$ cat src/rtl/msrv32_pipe_slice_chain_pkg.sv
// msrv32_pkg -- shared definitions for the msrv32 elastic pipeline register.
//
// Contents:
//   - datapath field widths (XLEN, register and CSR address widths)
//   - bit offsets of the fields inside the 36-bit control bundle
//   - the default no-op control value (all enables low)
//   - the slice occupancy state and a helper that turns it into an entry count
package msrv32_pkg;

   localparam int XLEN       = 32;
   localparam int RD_ADDR_W  = 5;
   localparam int CSR_ADDR_W = 12;

   // Control bundle layout (LSB offsets). Width fields follow each offset.
   localparam int CTRL_RD_ADDR_LSB  = 0;   // 5 bits
   localparam int CTRL_CSR_ADDR_LSB = 5;   // 12 bits
   localparam int CTRL_ALU_OP_LSB   = 17;  // 4 bits
   localparam int CTRL_LOAD_SZ_LSB  = 21;  // 2 bits
   localparam int CTRL_LOAD_UNS_BIT = 23;
   localparam int CTRL_RF_WREN_BIT  = 24;
   localparam int CTRL_CSR_WREN_BIT = 25;
   localparam int CTRL_WB_MUX_LSB   = 26;  // 3 bits
   localparam int CTRL_CSR_OP_LSB   = 29;  // 3 bits
   localparam int CTRL_MEM_WREN_BIT = 32;
   localparam int CTRL_RSVD_LSB     = 33;  // 3 bits
   localparam int CTRL_W_DEF        = 36;

   // All-zero bundle: every write enable low, so a bubble is harmless downstream.
   localparam logic [CTRL_W_DEF-1:0] CTRL_NOP_DEF = '0;

   // Slice occupancy: EMPTY, main only, main + skid.
   typedef enum logic [1:0] {
      SLICE_EMPTY = 2'd0,
      SLICE_ONE   = 2'd1,
      SLICE_TWO   = 2'd2
   } slice_state_e;

   function automatic logic [1:0] slice_count(input slice_state_e s);
      logic [1:0] n;
      n = 2'd0;
      case (s)
         SLICE_ONE: n = 2'd1;
         SLICE_TWO: n = 2'd2;
         default:   n = 2'd0;
      endcase
      return n;
   endfunction

endpackage

$ cat src/rtl/msrv32_pipe_slice_chain_slice.sv
// msrv32_skid_slice -- one skid-buffered elastic register slice.
//
// Handshake: an entry moves across a port on any cycle where that port's
// valid and ready are both high. in_ready_o depends only on registered state
// (skid empty), so ready never chains combinationally through slices.
//
// Ports:
//   clk_i, reset_i   clock, synchronous active-high reset
//   flush_i          drop every held entry at the next edge
//   in_valid_i/in_ready_o/in_data_i     upstream side
//   out_valid_o/out_ready_i/out_data_o  downstream side (out_data_o = main register)
//   state_o          debug view of the occupancy state
module msrv32_skid_slice
   import msrv32_pkg::*;
#(
   parameter int           W          = 8,
   parameter logic [W-1:0] RST_VAL    = '0,
   // Bits selected by FLUSH_MASK are loaded from FLUSH_VAL on flush; the rest hold.
   parameter logic [W-1:0] FLUSH_MASK = '0,
   parameter logic [W-1:0] FLUSH_VAL  = '0
) (
   input  logic         clk_i,
   input  logic         reset_i,
   input  logic         flush_i,
   input  logic         in_valid_i,
   output logic         in_ready_o,
   input  logic [W-1:0] in_data_i,
   output logic         out_valid_o,
   input  logic         out_ready_i,
   output logic [W-1:0] out_data_o,
   output slice_state_e state_o
);

   slice_state_e state_q, state_d;
   logic [W-1:0] main_q, main_d;
   logic [W-1:0] skid_q, skid_d;
   logic         push, pop;

   assign in_ready_o  = (state_q != SLICE_TWO);
   assign out_valid_o = (state_q != SLICE_EMPTY);
   assign out_data_o  = main_q;
   assign state_o     = state_q;

   assign push = in_valid_i && in_ready_o;
   assign pop  = out_valid_o && out_ready_i;

   always_comb begin
      state_d = state_q;
      main_d  = main_q;
      skid_d  = skid_q;
      case (state_q)
         SLICE_EMPTY: begin
            if (push) begin
               state_d = SLICE_ONE;
               main_d  = in_data_i;
            end
         end
         SLICE_ONE: begin
            if (push && !pop) begin
               state_d = SLICE_TWO;
               skid_d  = in_data_i;
            end else if (push && pop) begin
               main_d  = in_data_i;
            end else if (pop) begin
               state_d = SLICE_EMPTY;
            end
         end
         SLICE_TWO: begin
            if (pop) begin
               state_d = SLICE_ONE;
               main_d  = skid_q;
            end
         end
         default: state_d = SLICE_EMPTY;
      endcase
      // Flush overrides any push/pop: payload bits are left as they were,
      // masked (control) bits return to their idle value.
      if (flush_i) begin
         state_d = SLICE_EMPTY;
         main_d  = (main_q & ~FLUSH_MASK) | (FLUSH_VAL & FLUSH_MASK);
         skid_d  = (skid_q & ~FLUSH_MASK) | (FLUSH_VAL & FLUSH_MASK);
      end
   end

   always_ff @(posedge clk_i) begin
      if (reset_i) begin
         state_q <= SLICE_EMPTY;
         main_q  <= RST_VAL;
         skid_q  <= RST_VAL;
      end else begin
         state_q <= state_d;
         main_q  <= main_d;
         skid_q  <= skid_d;
      end
   end

endmodule

$ cat src/rtl/msrv32_pipe_slice_chain.sv
// msrv32_pipe_slice_chain -- parametrised elastic pipeline register for the
// msrv32 datapath. Carries a DATA_W payload and a CTRL_W control bundle through
// DEPTH (1..4) cascaded skid slices; stalls without bubbles, flushes on a taken
// branch, and shows CTRL_NOP on the control output whenever the head is empty.
//
// Ports:
//   clk_in, reset_in         clock, synchronous active-high reset
//   branch_taken_in          flush every in-flight entry
//   in_valid_in/in_ready_out/in_data_in/in_ctrl_in      upstream side
//   out_valid_out/out_ready_in/out_data_out/out_ctrl_out downstream side
//   occupancy_out            number of valid entries held (0..2*DEPTH)
module msrv32_pipe_slice_chain
   import msrv32_pkg::*;
#(
   parameter int                DATA_W   = 192,
   parameter int                CTRL_W   = 36,
   parameter int                DEPTH    = 1,
   // Same value as msrv32_pkg::CTRL_NOP_DEF, written width-agnostic.
   parameter logic [CTRL_W-1:0] CTRL_NOP = '0,
   localparam int               OCC_W    = $clog2(2*DEPTH+1)
) (
   input  logic              clk_in,
   input  logic              reset_in,
   input  logic              branch_taken_in,
   input  logic              in_valid_in,
   output logic              in_ready_out,
   input  logic [DATA_W-1:0] in_data_in,
   input  logic [CTRL_W-1:0] in_ctrl_in,
   output logic              out_valid_out,
   input  logic              out_ready_in,
   output logic [DATA_W-1:0] out_data_out,
   output logic [CTRL_W-1:0] out_ctrl_out,
   output logic [OCC_W-1:0]  occupancy_out
);

   localparam int W = DATA_W + CTRL_W;

   // Slice word is {ctrl, data}; reset clears data and idles ctrl, flush only idles ctrl.
   localparam logic [W-1:0] IDLE_WORD  = {CTRL_NOP, {DATA_W{1'b0}}};
   localparam logic [W-1:0] CTRL_MASK  = {{CTRL_W{1'b1}}, {DATA_W{1'b0}}};

   // Link k feeds slice k; link DEPTH is the chain output.
   logic [DEPTH:0]        lnk_valid;
   logic [DEPTH:0]        lnk_ready;
   logic [DEPTH:0][W-1:0] lnk_data;
   slice_state_e          slice_state [DEPTH];
   logic [OCC_W-1:0]      occ_sum;

   assign lnk_valid[0]     = in_valid_in;
   assign lnk_data[0]      = {in_ctrl_in, in_data_in};
   assign in_ready_out     = lnk_ready[0];
   assign lnk_ready[DEPTH] = out_ready_in;
   assign out_valid_out    = lnk_valid[DEPTH];

   for (genvar k = 0; k < DEPTH; k++) begin : g_slice
      msrv32_skid_slice #(
         .W          (W),
         .RST_VAL    (IDLE_WORD),
         .FLUSH_MASK (CTRL_MASK),
         .FLUSH_VAL  (IDLE_WORD)
      ) u_slice (
         .clk_i       (clk_in),
         .reset_i     (reset_in),
         .flush_i     (branch_taken_in),
         .in_valid_i  (lnk_valid[k]),
         .in_ready_o  (lnk_ready[k]),
         .in_data_i   (lnk_data[k]),
         .out_valid_o (lnk_valid[k+1]),
         .out_ready_i (lnk_ready[k+1]),
         .out_data_o  (lnk_data[k+1]),
         .state_o     (slice_state[k])
      );
   end

   assign out_data_out = lnk_data[DEPTH][DATA_W-1:0];
   assign out_ctrl_out = out_valid_out ? lnk_data[DEPTH][W-1:DATA_W] : CTRL_NOP;

   // Sum of the registered slice states, i.e. the valid bits after the last edge.
   always_comb begin
      occ_sum = '0;
      for (int k = 0; k < DEPTH; k++) begin
         occ_sum = occ_sum + OCC_W'(slice_count(slice_state[k]));
      end
   end

   assign occupancy_out = occ_sum;

endmodule

$ cat config.mk
export PLATFORM = sky130hd
export DESIGN_NAME = msrv32_pipe_slice_chain
export DESIGN_NICKNAME = d
export VERILOG_FILES = /design/src/rtl/msrv32_pipe_slice_chain_pkg.sv /design/src/rtl/msrv32_pipe_slice_chain_slice.sv /design/src/rtl/msrv32_pipe_slice_chain.sv
export SDC_FILE = /design/constraint.sdc
export NUM_CORES = 1
export LEC_CHECK = 0
export BUFFER_PORTS_ARGS = -buffer_cell sky130_fd_sc_hd__buf_2
export CAP_MARGIN = 5
export CORE_UTILIZATION = 45
export CTS_BUF_LIST = sky130_fd_sc_hd__clkbuf_2 sky130_fd_sc_hd__clkbuf_4 sky130_fd_sc_hd__clkbuf_8
export DETAILED_ROUTE_END_ITERATION = 12
export PLACE_DENSITY = 0.7
export SKIP_LAST_GASP = 1
export SLEW_MARGIN = 20
export SYNTH_ARGS = -nofsm -noshare
export SYNTH_HDL_FRONTEND = slang
export SYNTH_SLANG_ARGS = --single-unit
$ cat constraint.sdc
create_clock -name clk_in -period 4.1 [get_ports clk_in]
set_input_delay 0.615 -clock clk_in [delete_from_list [all_inputs] [get_ports clk_in]]
set_output_delay 0.615 -clock clk_in [all_outputs]
set_load 0.005 [all_outputs]
==> metrics.txt <==
uppermost metal layer occupied by signal nets=met5; critical path required time=3480 ps; type of the most critical hold path=input port to flop; xor and xnor fraction of the mapped netlist area=0%; adder-cell share of the synthesized area=0%; final std cells w/o fill=3155; count of synthesis-stage warnings from yosys=0; commonest cells after routing, fill and taps aside=nand2_1, buf_2, dfxtp_1; total of max-cap violations=0; Clock Sink Count=458; routability-driven placement congestion ratio=0.839; ranking of synthesized cells by area=dfxtp_1, a21oi_1, a311oi_1; estimated wirelength of the detail-placed design=33700 um; clock group share of total power=43.2%; DRC viols=0; number of antenna violations at the first check in global routing=18; number of buffer cells added on primary ports=464; Synth area leader=dfxtp_1; unrepaired setup endpoints after global routing=no; final setup skew=20.4 ps; cell count after placement=3000; share of total power consumed by net switching=24.8%; metal2 WL=25600 um; combinational family with the most area after synthesis=compound AO/OA/AOI/OAI gates; cells resized by post-CTS repair=0; first-pass iteration count of the detailed router=5; fraction of layout cells with a size suffix above 1=25.1%; part of the Yosys area used for sequential elements=45.5%; drt wl/cell=17.0 um; total gr overflow=0; area of the core region=44200 um2; Detail Route met3 WL=3860 um; aggregate routed wire length=53800 um; via-per-instance ratio=5.38; net count of the mapped netlist=2570; Die H=214 um; post-synthesis area per instance=8.63 um2; Total Die Area=45700 um2; worst path arrival time=2390 ps; instance count of the mapped netlist=2337; deepest level of the CTS H-tree=3; total power density per cell area=437 nW/um2; final setup violation count=0; highest clock rate=333 MHz; share of power burned in combinational logic=9.5%; Final #Nets=2722; switching power summed over all nets=2470 uW; total negative slack for setup checks=0 ps; relative contribution of sequential cells to total power=47.2%; master cell of the clock root buffer=clkbuf_8; post-synthesis sequential element count=458; vias in the first global route=15.5k; Final ANT Viol Nets=0; time the worst path needs with I/O delays and setup=3000 ps; largest net degree at the start of global routing=192; clock insertion delay at the later pin of the skew report=620 ps; post-CTS clock slew at the launch and capture registers of the worst setup and hold paths=60 ps; status=finished clean; type of the setup path with the least slack=flop to output port; Cell Int Power=7500 uW; total number of vias=17.0k; Max rail drop VDD=0.253 mV; measured slew at the worst slew-check pin=1010 ps; fraction of synthesized area in multiplexers=9.58%; largest fanout of any net on the critical path=20; final hold violation count=0; Syn Std Cell Area=20200 um2; Pins Over Slew Limit=0; io pins=465; Netlist cell types=24; width of the die=214 um; most common library cell in the layout ignoring fill and taps=nand2_1; Area growth syn-to-layout=13.1%; buffers from clock root to sink, at most=3; worst-case headroom to the max-slew limit=33.0%; standby leakage power=0.0101 uW; initial detailed-routing violation count=1204; total routing usage reported by global routing=22.1%; share of the synthesized area in compound gates (AO/OA/AOI/OAI)=20.5%; count of standard-cell rows=77; global-route wire length before repair=81300 um; # fillers=4089; hold buffers post-CTS=0; starting density of the core=45.6%; period utilization=73.2%; startpoint class of the critical path=flop; proportion of netlist area held by the largest area contributor=45.5%; met1 wire length=22400 um; clock tree from TritonCTS=built; Critical Path End Type=output port; post-CTS setup buffers=0; fraction of the mapped netlist area in simple logic gates=12.0%; CTS Buf Count=79
[kinds of logic after synthesis]
group,Yosys count
AO/OA/AOI/OAI,652
buffers and inverters,421
flip-flops,458
multiplexers,193
AND/OR/NAND/NOR,613
[metrics by stage]
stage	total power (uW)	hold slack, ps	utilization [%]	cell area [um2]	setup slack [ps]
final	9980	231	51.6	22800	1100
after CTS	10100	169	51.5	22800	1020
after global placement	5720	440	47.7	21100	1500
after detailed placement	5750	446	47.7	21100	1440
after floorplan	5500	436	-	20200	2370
after global routing	10400	197	51.6	22800	872
[cell type report]
class / instances / area (um2) / share of cell area, %
Inverter: 3 / 18.8 / 0.0822
Antenna cell: 14 / 35.0 / 0.153
Timing Repair Buffer: 489 / 2650 / 11.6
Tap cell: 592 / 741 / 3.25
Sequential cell: 458 / 9170 / 40.2
Clock buffer: 133 / 1630 / 7.14
Clock inverter: 8 / 52.6 / 0.230
Multi-Input combinational cell: 1458 / 8530 / 37.4
[routing by layer]
layer | track usage (%) | vias to the layer above
li1 | - | 8344
met4 | 11.4 | 10
met2 | 35.9 | 538
met5 | 0 | -
met3 | 6.65 | 120
met1 | 26.5 | 7965
[cells in the mapped netlist, drive strengths merged]
cell type  number
clkbuf        108
nor3            1
a21boi          1
inv             3
dfxtp         458
nand4bb         1
or2             1
buf           310
mux2i         193
a311oi        228
nand2         529
nor4bb          1
nor2b          38
nand2b          2
o22a            1
o21ai           1
nand3b          1
nor2           39
a21oi         421
[critical path, stage by stage, from the launching register on]
cell	delay, ps
dfxtp_1	420
nor2_2	750
buf_4	370
nor2b_1	80
buf_2	140
[power groups by stage]
stage	Clock, uW	Combinational [uW]	Sequential, uW
5_1_grt	4630	1040	4730
4_1_cts	4420	950	4710
6_report	4310	951	4710
2_1_floorplan	0	718	4780
3_3_place_gp	0	924	4800
3_5_place_dp	0	948	4800
[sequential cells by signal (all words and copies together) (netlist names)]
name and cells:
g_slice.u_slice.out_data_o 228, g_slice.u_slice.skid_q 228, g_slice.u_slice.state_o 2
[path summary, 6_finish.rpt]
check        cells past startpoint                     startpoint  slack, ps                                 to
max                              4  g_slice[0].u_slice.state_o[1]       1100                   out_ctrl_out[34]
min                              3                in_data_in[131]        230     g_slice[0].u_slice.skid_q[131]
max reg2reg                      6  g_slice[0].u_slice.state_o[1]       1760  g_slice[0].u_slice.out_data_o[61]
min reg2reg                      2  g_slice[0].u_slice.skid_q[29]        450      g_slice[0].u_slice.skid_q[29]
No activity file was read; power rests on OpenSTA's default activity.
